$ cat src/rtl/alu_arbiter.sv
// ============================================================================
// Module  : alu_arbiter
// Purpose : Round-robin share of one external combinational ALU, one op in flight
// Revision: 1.0
// ============================================================================
`default_nettype none

`ifndef ALU_DATA_WIDTH
`define ALU_DATA_WIDTH 32
`endif
`ifndef ALU_CONTROL_WIDTH
`define ALU_CONTROL_WIDTH 4
`endif
`ifndef INST_ADDR_WIDTH
`define INST_ADDR_WIDTH 32
`endif

module alu_arbiter #(
    parameter int DW = `ALU_DATA_WIDTH,
    parameter int CW = `ALU_CONTROL_WIDTH,
    parameter int AW = `INST_ADDR_WIDTH
) (
    input  logic          clk,
    input  logic          rst_n,
    input  logic          req0_valid,
    output logic          req0_ready,
    input  logic [DW-1:0] req0_data_1,
    input  logic [DW-1:0] req0_data_2,
    input  logic [CW-1:0] req0_control,
    input  logic [AW-1:0] req0_pc,
    input  logic          req1_valid,
    output logic          req1_ready,
    input  logic [DW-1:0] req1_data_1,
    input  logic [DW-1:0] req1_data_2,
    input  logic [CW-1:0] req1_control,
    input  logic [AW-1:0] req1_pc,
    output logic          rsp0_valid,
    input  logic          rsp0_ready,
    output logic [DW-1:0] rsp0_data,
    output logic          rsp0_zero,
    output logic          rsp1_valid,
    input  logic          rsp1_ready,
    output logic [DW-1:0] rsp1_data,
    output logic          rsp1_zero,
    output logic [DW-1:0] alu_data_1,
    output logic [DW-1:0] alu_data_2,
    output logic [CW-1:0] alu_control,
    output logic [AW-1:0] alu_pc,
    input  logic [DW-1:0] alu_result,
    input  logic          alu_zero
);

    typedef enum logic [1:0] {
        IDLE = 2'd0,
        EXEC = 2'd1,
        RESP = 2'd2
    } state_t;

    state_t        state;
    state_t        state_nxt;
    logic          last_gnt;
    logic          gnt_id;
    logic          grant;
    logic          accept;
    logic          rsp_ready_sel;
    logic [DW-1:0] op1_q;
    logic [DW-1:0] op2_q;
    logic [CW-1:0] ctrl_q;
    logic [AW-1:0] pc_q;
    logic [DW-1:0] res_q;
    logic          zero_q;

    // Under contention the requester that did not win last time is chosen.
    always_comb begin
        grant = 1'b0;
        if (req0_valid && req1_valid) begin
            grant = ~last_gnt;
        end else if (req1_valid) begin
            grant = 1'b1;
        end
    end

    // Gated by rst_n so ready is also low while reset is held.
    assign req0_ready    = rst_n && (state == IDLE) && req0_valid && !grant;
    assign req1_ready    = rst_n && (state == IDLE) && req1_valid && grant;
    assign accept        = req0_ready || req1_ready;
    assign rsp_ready_sel = gnt_id ? rsp1_ready : rsp0_ready;

    always_comb begin
        state_nxt = state;
        case (state)
            IDLE:    if (accept) state_nxt = EXEC;
            EXEC:    state_nxt = RESP;
            RESP:    if (rsp_ready_sel) state_nxt = IDLE;
            default: state_nxt = IDLE;
        endcase
    end

    always_ff @(posedge clk or negedge rst_n) begin
        if (!rst_n) begin
            state <= IDLE;
        end else begin
            state <= state_nxt;
        end
    end

    always_ff @(posedge clk or negedge rst_n) begin
        if (!rst_n) begin
            last_gnt <= 1'b1;
            gnt_id   <= 1'b0;
            op1_q    <= '0;
            op2_q    <= '0;
            ctrl_q   <= '0;
            pc_q     <= '0;
            res_q    <= '0;
            zero_q   <= 1'b0;
        end else begin
            if (accept) begin
                last_gnt <= grant;
                gnt_id   <= grant;
                op1_q    <= grant ? req1_data_1  : req0_data_1;
                op2_q    <= grant ? req1_data_2  : req0_data_2;
                ctrl_q   <= grant ? req1_control : req0_control;
                pc_q     <= grant ? req1_pc      : req0_pc;
            end
            if (state == EXEC) begin
                res_q  <= alu_result;
                zero_q <= alu_zero;
            end
        end
    end

    assign alu_data_1  = op1_q;
    assign alu_data_2  = op2_q;
    assign alu_control = ctrl_q;
    assign alu_pc      = pc_q;

    assign rsp0_valid  = (state == RESP) && !gnt_id;
    assign rsp1_valid  = (state == RESP) && gnt_id;
    assign rsp0_data   = res_q;
    assign rsp1_data   = res_q;
    assign rsp0_zero   = zero_q;
    assign rsp1_zero   = zero_q;

endmodule

`default_nettype wire

$ cat config.mk
export PLATFORM = sky130hd
export DESIGN_NAME = alu_arbiter
export DESIGN_NICKNAME = d
export VERILOG_FILES = /design/src/rtl/alu_arbiter.sv
export SDC_FILE = /design/constraint.sdc
export NUM_CORES = 1
export LEC_CHECK = 0
export CAP_MARGIN = 10
export CORE_AREA = 2 2 157 159
export DETAILED_ROUTE_END_ITERATION = 16
export DIE_AREA = 0 0 159 161
export SETUP_SLACK_MARGIN = 0.3
export SKIP_LAST_GASP = 1
export SYNTH_ARGS = -nofsm -noshare
export SYNTH_HDL_FRONTEND = slang
export SYNTH_SLANG_ARGS = --single-unit
export TNS_END_PERCENT = 1
$ cat constraint.sdc
create_clock -name clk -period 2.15 [get_ports clk]
set_input_delay 0.3225 -clock clk [delete_from_list [all_inputs] [get_ports clk]]
set_output_delay 0.3225 -clock clk [all_outputs]
set_load 0.05 [all_outputs]
# After elaboration in Yosys (flattened, before gate mapping)
# Index checks and enable logic that the tools add are counted.
totals:
  regBits: 137
  out_inout_bits: 170
  word_cells: 37
op_classes:
  n_reduce_logical: 13
  n_bitwise: 1
  n_mux: 10
  n_eq_ne: 4
ops:
  columns: ["op", "n"]
  rows:
  - ["$mux W32", 3]
  - ["$logic_and A1 B1 Y1", 8]
  - ["$pmux W2 S3", 1]
  - ["$mux W2", 2]
  - ["$mux W4", 1]
  - ["$ne A2 B2 Y1 const B", 2]
  - ["$mux W1", 3]
  - ["$eq A2 B1 Y1 const B", 1]
  - ["$eq A2 B2 Y1 const B", 1]
  - ["$logic_not A1 Y1", 2]
  - ["$logic_not A2 Y1", 1]
  - ["$reduce_and A2 Y1", 1]
  - ["$logic_or A1 B1 Y1", 1]
  - ["$not A1 Y1", 1]

# Depth between registers and ports, before layout
depth:
  ltp_word: 7
  ltp_mapped: 5
  depth_no_buf: 3

# Worst setup path after synthesis
# Ideal clock, no wire load.
synth_timing:
  path_type: "flip-flop to output port"
  from: "register state[1]"
  to: "output port req0_ready"
  path_stages_with_launch: 3
  arrival_time_ps: 1914
  path_slack_ps: -87
  cell_sequence: "dfrtp_1 > or3b_4 > nor3_1"
synth_between:
  elab_chain_len: 4
synth_lines:
  columns: ["item", "line_no", "source"]
  rows:
  - ["from (decl)", "59", "state_t state;"]
  - ["from (signal assigned)", "103", "state <= state_nxt;"]
  - ["$logic_not A2 Y1", "84", "assign req0_ready = rst_n && (state == IDLE) && req0_valid && !grant;"]
  - ["$logic_and A1 B1 Y1 (3 in a row)", "84", null]
  - ["to (decl)", "26", "output logic req0_ready,"]
# No other way between the ends.

# Worst setup path after layout
layout_timing:
  from: "register res_q[7] (netlist: rsp0_data[7])"
  to: "output port rsp0_data[7]"
layout_lines:
  columns: ["item", "line_no", "source"]
  rows:
  - ["from (decl)", "70", "logic [DW-1:0] res_q;"]
  - ["from (signal assigned)", "127", "res_q <= alu_result;"]
  - ["to (decl)", "39", "output logic [DW-1:0] rsp0_data,"]
# No word-level cell between the ends.

==> impl_results.md <==
* Status: complete, no violations
* Post-synthesis cell area at ~0.0063 sq mm
* Vert. Die Dim at 161 um
* Syn Area/Cell at between 10 and 15 sq um
* Dominant synthesized flop cell: dfrtp_1
* Setup TNS at 0 ps
* Buf+Inv Stages, Crit Path at 1
* Worst-path clk slew at ~70 ps
* Clk sinks at between 100 and 150
* Core region area at 0.0240 sq mm
* Critical path arrival at between 1500 and 2000 ps
* Slew headroom at 0.485
* Max-slew violations at 0
* Nature of the critical path startpoint: flip-flop
* First-pass GRT wire length at between 30000 and 40000 um
* R2r setup slk at between 300 and 400 ps
* Num ports at 409
* Layout Utilization at 0.460
* Power per cell area at between 1500 and 2000 mW/mm^2
* Average wire per standard cell at 20.3 um
* Pin count of the biggest net entering global routing at ~140
* Synth cell count leaders: dfrtp_1 (136), a2bb2oi_1 (100), o32ai_1 (100), clkbuf_1 (37), mux2_2 (34)
* Simple-gate portion of the synthesized area at 0.0115
* Core Rows at 57
* CTS Buf Count at 17
* Lkg Pwr at approximately 4.2 nW
* Layout Skew at roughly 10 ps
* Initial Util at 0.264
* Worst path max stage delay at slightly above 800 ps
* Synthesis-to-finish area growth at 74.3%
* Layout net count at 1073
* Final Cycle Share at 0.915
* Worst VDD drop at around 1100 uV
* Final Hold Vio Count at 0
* Worst Hold Class: input port to async pin
* RSZ-0062 raised after global routing: true
* Part of the power in registers at 0.237
* Tot GR Track Use at 0.181
* Initial antenna violation count at 1
* GRT overflow at 0
* Final setup viols at 0
* Worst setup EP type: output pin
* CP Class: flip-flop to output pin
* CP Cell Sequence: clkdlybuf4s50_1
* Post-synthesis xor/xnor area fraction at 0
* Ys async rst share at 1.00
* P_sw at 9.62 mW
* Slew of the pin with the lowest slew margin at 772 ps
* Fmax at between 0.5 and 0.6 GHz
* Via density at between 4 and 5
* Die Wd at 159 um
* Highest net fanout along the worst path at 3
* CTS tree: built
* Vias in the first global route at 5937
* Switching part of the total power at 0.495
* RePlAce Congestion at roughly 0.80
* Max_cap viols at 0
* Total power at around 20 mW
* Iteration-0 DRC Markers at 340
* Combinational family with the most area after synthesis: compound AO/OA/AOI/OAI gates
* Layout cell share with drive strength beyond 1 at 0.110
* EDFF count, synth at 0
* DR vias at ~5700
* Yosys warns at 0
* Antenna-violating nets left at 0
* Post-synthesis adder-cell area fraction at 0
* Post-Syn Instances at 482
* Root buffer cell: clkbuf_16
* Top-area cell type share of the netlist area at 0.539
* Seq/Total Area, Yosys at 0.543
* Synth top area cells: dfrtp_1 (54%), a2bb2oi_1 (14%), o32ai_1 (14%)
* Crit-path leading delay family: buffers and inverters
* Post-synthesis register bit count at 137
* Clock network power share at 0.146
* Pint at 9.80 mW
* Fin crit period at between 1500 and 2000 ps
* Logic pwr share at 0.617
* Die Area at between 0.02 and 0.03 sq mm
* Mux cell area share after synthesis at 0.0606
* Cell variety after synth at 24
* Synthesized net count at roughly 700
* HPWL Detailed at between 15000 and 20000 um
* PortBufs at approximately 410
* Req. time, crit path at 1830 ps
* Fill cell count at roughly 2300
* Worst skew pair latency at a little over 400 ps
* DRC Markers at 0
* Leading area contributor after synthesis: dfrtp_1
* Count leader, synth: dfrtp_1
* Area fraction in compound gates after synthesis at 0.283
* Slowest CP cell: clkdlybuf4s50_1
* Max H-tree Level at 4
* DRT Pass-1 Iters at 4
* Final WL at around 24000 um
* Maximum clock insertion buffer count at 2
[cells by family (layout without fill, tap and decap cells)]
kind of cell,count (synthesis),after routing
multiplexers,34,34
buffers and inverters,94,459
flip-flops,137,137
AO/OA/AOI/OAI,205,205
AND/OR/NAND/NOR,12,12
other,0,1
[power by group through the flow]
stage / Sequential, mW / Clock [mW] / Combinational, mW
final: 4.60 / 2.84 / 12.0
after global routing: 4.77 / 3.04 / 12.4
after CTS: 4.61 / 2.92 / 12.1
after detailed placement: 4.62 / 0 / 12.0
after global placement: 4.62 / 0 / 12.0
after floorplan: 8.70 / 0 / 4.11
[registers in the layout, indices dropped and copies added, names as in the netlist]
name         count
alu_control      4
gnt_id           1
alu_data_2      32
last_gnt         1
rsp0_data       32
rsp0_zero        1
state            2
alu_pc          32
alu_data_1      32
[per-layer routing]
metal / track usage / wire (um) / vias up
met5: 0 / 0 / -
met4: 0.0537 / 352 / 0
met3: 0.0516 / 1570 / 22
met2: 0.291 / 11500 / 226
met1: 0.240 / 10400 / 2838
li1: - / - / 2640
[per-stage QoR]
step | hold slack (ps) | worst slack [ps] | cell area, sq um | cells
floorplan | 26.9 | 257 | 6320 | 482
global placement | 512 | 151 | 10400 | 1136
detailed placement | 519 | 129 | 10400 | 1136
CTS | 90.2 | 132 | 11000 | 1171
global route | 108 | 119 | 11000 | 1171
finish | 44.7 | 183 | 11000 | 1172
[cell usage in the layout (no fill, tap or decap)]
| master | count |
|---|---|
| clkinv_4 | 2 |
| nor2b_4 | 1 |
| clkbuf_1 | 3 |
| diode_2 | 1 |
| or3b_4 | 1 |
| mux2_2 | 34 |
| clkdlybuf4s50_1 | 401 |
| a2bb2oi_1 | 100 |
| a21bo_4 | 1 |
| buf_6 | 1 |
| clkinv_2 | 2 |
| buf_12 | 11 |
| inv_1 | 1 |
| o32ai_1 | 100 |
| nor2_1 | 4 |
| clkbuf_16 | 17 |
| nand2b_1 | 2 |
| clkinvlp_4 | 4 |
| dfrtp_1 | 136 |
| dlygate4sd2_1 | 1 |
| o221ai_1 | 1 |
| buf_4 | 10 |
| inv_6 | 4 |
| dlymetal6s2s_1 | 1 |
| nor2_4 | 1 |
| a31oi_1 | 1 |
| bufinv_16 | 1 |
| o21ai_0 | 1 |
| dfstp_2 | 1 |
| nor3_4 | 1 |
| nor3b_2 | 1 |
| nand2_1 | 1 |
| a21oi_1 | 1 |
[final timing paths]
check	depth (start not counted)	endpoint	startpoint
setup reg to reg	5	alu_pc[8]$_DFFE_PN0P_	state[1]$_DFFE_PN0P_
hold / removal	2	alu_data_1[20]$_DFFE_PN0P_	rst_n
hold reg to reg	1	rsp0_data[12]$_DFFE_PN0N_	rsp0_data[12]$_DFFE_PN0N_
min in group clk	2	rsp0_data[29]$_DFFE_PN0N_	alu_result[29]
setup / recovery	1	rsp0_data[7]	rsp0_data[7]$_DFFE_PN0N_
max in group asynchronous	2	alu_data_2[1]$_DFFE_PN0P_	rst_n
[timing repair]
item / CTS / global route
setup buffers: 3 / 0
hold buffers: 0 / 0
pin swaps: 2 / 1
setup endpoints to repair: 168 / 199
resized for setup: 2 / 1
[layout make-up]
type | instances | area (sq um) | area share
diodes | 1 | 2.50 | 0.000227
well taps | 324 | 405 | 0.0368
repair buffers | 425 | 4340 | 0.394
clock buffers | 20 | 437 | 0.0396
flip-flops and latches | 137 | 3430 | 0.311
clock inverters | 12 | 118 | 0.0107
multi-input cells | 251 | 2270 | 0.206
inverters | 2 | 8.76 | 0.000795
Power figures use the tool's default switching activity.
==> edit 1 (same flow settings) <==
Re-encode `state_t` (3 states) as one-hot, 3 bits wide.
--- a/src/rtl/alu_arbiter.sv
+++ b/src/rtl/alu_arbiter.sv
@@ -50,10 +50,10 @@
     input  logic          alu_zero
 );
 
-    typedef enum logic [1:0] {
-        IDLE = 2'd0,
-        EXEC = 2'd1,
-        RESP = 2'd2
+    typedef enum logic [2:0] {
+        IDLE = 3'b001,
+        EXEC = 3'b010,
+        RESP = 3'b100
     } state_t;
 
     state_t        state;
Formal check against the unedited RTL: same outputs for any inputs over 4 cycles, from zero or initial values and one cycle with rst_n low; so few cycles prove little.
==> edit 1 against the original RTL <==
Critical path depth unchanged; total power down 0.41%; design area increased by 2.6%; synthesized area is 1.8% higher; routed wire length up 1.3%; clock power is 7.7% higher; sequential cell count is 1 higher; worst setup slack got worse by 0.020 ns; critical path type unchanged.
==> edit 1: results (changes against the original RTL) <==
Logic synthesis
  • Cell variety after synth: 25 (was 24)
  • Area share of the largest cell type after synthesis: 0.529 (was 0.539)
  • Top cells by area, synth: dfrtp_1 (53%), o32ai_1 (14%), a2bb2oi_1 (12%) (was dfrtp_1 (54%), a2bb2oi_1 (14%), o32ai_1 (14%))
  • Multiplexer share of the synthesized area: 0.0595 (was 0.0606)
  • Most common library cells after synthesis: dfrtp_1 (136), o32ai_1 (100), a2bb2oi_1 (90), buf_4 (44), mux2_2 (32) (was dfrtp_1 (136), a2bb2oi_1 (100), o32ai_1 (100), clkbuf_1 (37), mux2_2 (34))

Global routing
  • First-pass GRT wire length: 37.0 mm (was 36.7 mm)
  • Antenna violations before repair: 0 (was 1)
  • Vias in the first global route: 6340 (was 5937)
  • Pin count of the biggest net entering global routing: 76 (was 138)

Setup path
  • Reg-to-Reg End: alu_pc[27]$_DFFE_PN0P_ (was alu_pc[8]$_DFFE_PN0P_)
  • R2R Path Start: state[0]$_DFFE_PN1P_ (was state[1]$_DFFE_PN0P_)
  • Crit path max fanout: 2 (was 3)
  • Reg2Reg Setup Slack: 0.50 ns (was 0.33 ns)
  • R2R depth: 3 (was 5)
  • Crit path launch: alu_data_2[17]$_DFFE_PN0P_ (was rsp0_data[7]$_DFFE_PN0N_)

Final layout
  • Ant. Diodes: 0 (was 1)
  • Final non-filler cell total: 1177 (was 1172)
  • Share of cells above drive strength 1: 0.131 (was 0.110)

Run status
  • Status: finished clean (unchanged)

Clock tree
  • Post-CTS Repair Setup Buffers: 0 (was 3)

Route
  • Total wire length: 24.1 mm (was 23.8 mm)
  • DR vias/cell: 4.99 (was 4.89)
  • 1st-iter DRT viols: 303 (was 340)

Power
  • Peak VDD IR: 1.14 mV (was 1.10 mV)
  • Leakage power: 4.25 nW (was 4.16 nW)

STA
  • Worst rel slew slack: 0.545 (was 0.485)
  • Max Clock Skew: 0.0102 ns (was 0.0104 ns)
  • Final period util: 0.924 (was 0.915)

Placement
  • Gpl congestion: 0.846 (was 0.801)
==> edit 1: kinds of logic after synthesis <==
family	count (synthesis)
muxes	34
AOI/OAI and AO/OA	205
DFF	138
and+or+nand+nor	14
buffers and inverters	94
==> edit 1: per-layer routing <==
layer | track usage | vias up | wire (um)
met2 | 0.305 | 278 | 11600
met5 | 0 | - | 0
li1 | - | 2663 | -
met3 | 0.0642 | 30 | 1950
met4 | 0.0587 | 0 | 546
met1 | 0.228 | 2898 | 9990
==> edit 1: timing repair <==
action | CTS | global route
hold buffers | 0 | 0
setup endpoints to repair | 170 | 169
resized for setup | 6 | 1
==> edit 1: stage by stage <==
step | worst slack, ns | hold WS [ns] | power (mW) | cell area [um2] | utilization
after floorplan | 0.295 | 0.0269 | 12.5 | 6440 | -
after global routing | 0.112 | 0.0885 | 20.1 | 11300 | 0.471
after CTS | 0.132 | 0.0668 | 19.5 | 11300 | 0.471
after detailed placement | 0.208 | 0.512 | 16.4 | 10700 | 0.445
final | 0.163 | 0.0425 | 19.3 | 11300 | 0.471
after global placement | 0.215 | 0.508 | 16.3 | 10700 | 0.445
==> edit 1: cell type report <==
cell class	count	area, um2
clock buffers	20	447
inverters	2	8.76
flip-flops and latches	138	3460
multi-input cells	253	2400
repair buffers	428	4410
well taps	324	405
fillers	2222	12700
clock inverters	12	166
==> edit 1: worst min path at each step <==
stage | slack (ns) | to | startpoint | cells after the start
2_1_floorplan | 0.03 | alu_control[0]$_DFFE_PN0P_ | rst_n | 0
3_3_place_gp | 0.51 | alu_pc[4]$_DFFE_PN0P_ | alu_pc[4]$_DFFE_PN0P_ | 1
3_5_place_dp | 0.51 | state[2]$_DFFE_PN0P_ | rst_n | 2
4_1_cts | 0.07 | rsp0_data[22]$_DFFE_PN0N_ | rst_n | 2
5_1_grt | 0.09 | alu_data_2[15]$_DFFE_PN0P_ | rst_n | 2
6_report | 0.04 | state[1]$_DFFE_PN0P_ | rst_n | 2
==> edit 1: report_power, final <==
group          internal, mW  total (mW)  switching, mW  leakage, nW
clock                  1.88        3.06           1.19        0.292
sequential             3.82        4.68          0.863         1.53
combinational          4.28        11.6           7.31         2.43
total                  9.98        19.3           9.36         4.25
==> edit 2 (config.mk and constraints unchanged) <==
Made on the original files. `ALU_CONTROL_WIDTH`: 4 -> 6.
--- a/src/rtl/alu_arbiter.sv
+++ b/src/rtl/alu_arbiter.sv
@@ -9,7 +9,7 @@
 `define ALU_DATA_WIDTH 32
 `endif
 `ifndef ALU_CONTROL_WIDTH
-`define ALU_CONTROL_WIDTH 4
+`define ALU_CONTROL_WIDTH 6
 `endif
 `ifndef INST_ADDR_WIDTH
 `define INST_ADDR_WIDTH 32
Ports: changed (resized alu_control, req0_control and req1_control); port bits go from 409 to 415. No check against the original RTL was run, so the function may have changed too.
==> edit 2 against the original RTL <==
Critical path type unchanged; design area up 6.4%; routed wire length up 4.5%; core utilization up 3.0 points; sequential cell count up 2; total power up 6.3%; worst setup slack worse by 0.028 ns; synthesized area up 7.0%; first-iteration DRC count down 17%.
==> edit 2: results (changes against the original RTL) <==
Logic synthesis
  • Cell variety after synth: 24 (unchanged)
  • Seq/Total Area, Yosys: 0.515 (was 0.543)
  • Syn nets: 732 (was 721)
  • Cells after synthesis: 489 (was 482)
  • Top cells by area, synth: dfrtp_1 (51%), a2bb2oi_2 (16%), o32ai_1 (13%) (was dfrtp_1 (54%), a2bb2oi_1 (14%), o32ai_1 (14%))
  • Most common library cells after synthesis: dfrtp_1 (138), o32ai_1 (102), a2bb2oi_2 (70), mux2_2 (34), buf_4 (33) (was dfrtp_1 (136), a2bb2oi_1 (100), o32ai_1 (100), clkbuf_1 (37), mux2_2 (34))
  • Ys Warns: 0 (unchanged)

Power
  • Peak VDD IR: 0.930 mV (was 1.10 mV)
  • Flop pwr share: 0.232 (was 0.237)
  • Leakage power: 4.36 nW (was 4.16 nW)
  • Internal power: 10.6 mW (was 9.80 mW)
  • P_clk: 3.05 mW (was 2.84 mW)

Placement
  • Placed Area: 11100 um2 (was 10400 um2)
  • Port bufs: 414 (was 408)
  • Gpl congestion: 0.776 (was 0.801)
  • HPWL Detailed: 17.8 mm (was 15.9 mm)

Clock tree
  • Post-CTS sizing: 1 (was 2)
  • Post-CTS Repair Setup Buffers: 0 (was 3)
  • Clock edge transition at the registers on the reported setup and hold paths: 0.06 ns

Setup path
  • Crit path max fanout: 6 (was 3)
  • Reg2Reg Setup Slack: 0.43 ns (was 0.33 ns)
  • Crit path DAT: 1.67 ns (was 1.64 ns)

Route
  • Met1 WL: 10.2 mm (was 10.4 mm)
  • DR vias/cell: 4.89 (about the same)
  • Routed length on met3: 1.79 mm (was 1.57 mm)
  • Routed len/inst: 20.8 um (was 20.3 um)
  • 1st-iter DRT viols: 281 (was 340)
  • Drt drc: 0 (unchanged)
  • Routed wl met2: 12.3 mm (was 11.5 mm)

Global routing
  • First-pass GRT wire length: 37.0 mm (was 36.7 mm)
  • GRT Util Overall: 0.188 (was 0.181)
  • Vias in the first global route: 6118 (was 5937)
  • Pin count of the biggest net entering global routing: 81 (was 138)

Final layout
  • Final net count: 1100 (was 1073)
  • Final non-filler cell total: 1194 (was 1172)
  • Share of cells above drive strength 1: 0.203 (was 0.110)
  • Final Core Density: 0.489 (was 0.460)
  • FILL cells: 2190 (was 2278)

Job
  • Max cap viols: 0 (unchanged)

STA
  • Max Clock Skew: 0.00962 ns (was 0.0104 ns)
  • Tightest Pin Transition: 0.948 ns (was 0.772 ns)
  • WHS: 0.104 ns (was 0.0447 ns)

Run status
  • Status: finished clean (unchanged)
[edit 2: path summary, 6_finish.rpt]
path | startpoint | cells after the start | endpoint
worst max-delay path | state[1]$_DFFE_PN0P_ | 3 | req0_ready
worst min-delay path | rst_n | 2 | state[0]$_DFFE_PN0P_
worst max register to register | state[1]$_DFFE_PN0P_ | 5 | alu_data_1[25]$_DFFE_PN0P_
worst min register to register | alu_pc[11]$_DFFE_PN0P_ | 1 | alu_pc[11]$_DFFE_PN0P_
max in group asynchronous | rst_n | 2 | alu_control[3]$_DFFE_PN0P_
min in group clk | rst_n | 4 | gnt_id$_DFFE_PN0P_
[edit 2: cell families after synthesis]
kind of cell | count (synthesis) | synth area share
flip-flops | 139 | 0.515
buffers and inverters | 95 | 0.0838
AND/OR/NAND/NOR | 12 | 0.0107
AO/OA/AOI/OAI | 209 | 0.334
multiplexers | 34 | 0.0566
[edit 2: metal layers]
layer | vias to the layer above | GRT usage
met3 | 33 | 0.0645
met5 | - | 0
met1 | 2867 | 0.225
met4 | 0 | 0.0686
li1 | 2697 | -
met2 | 239 | 0.315
[edit 2: per-stage QoR]
stage / TNS (ns) / setup slack (ns) / power (mW)
6_report: 0 / 0.155 / 20.6
5_1_grt: 0 / 0.105 / 21.5
3_5_place_dp: -0.753 / -0.0508 / 17.7
3_3_place_gp: -0.0130 / -0.00577 / 17.6
4_1_cts: 0 / 0.0905 / 20.8
2_1_floorplan: 0 / 0.195 / 13.5
[edit 2: critical path, stage by stage (launching register included)]
cell and delay, ns:
dfrtp_1 0.40, or3b_4 0.47, nor3_4 0.22, buf_12 0.16
[edit 2: final cells by class]
type	instances	area share
antenna	1	0.000213
clock buffer	19	0.0378
clock inverter	12	0.0141
inverter	2	0.000747
multi-input combinational	256	0.235
sequential	139	0.297
tap	324	0.0346
timing repair buffer	441	0.381
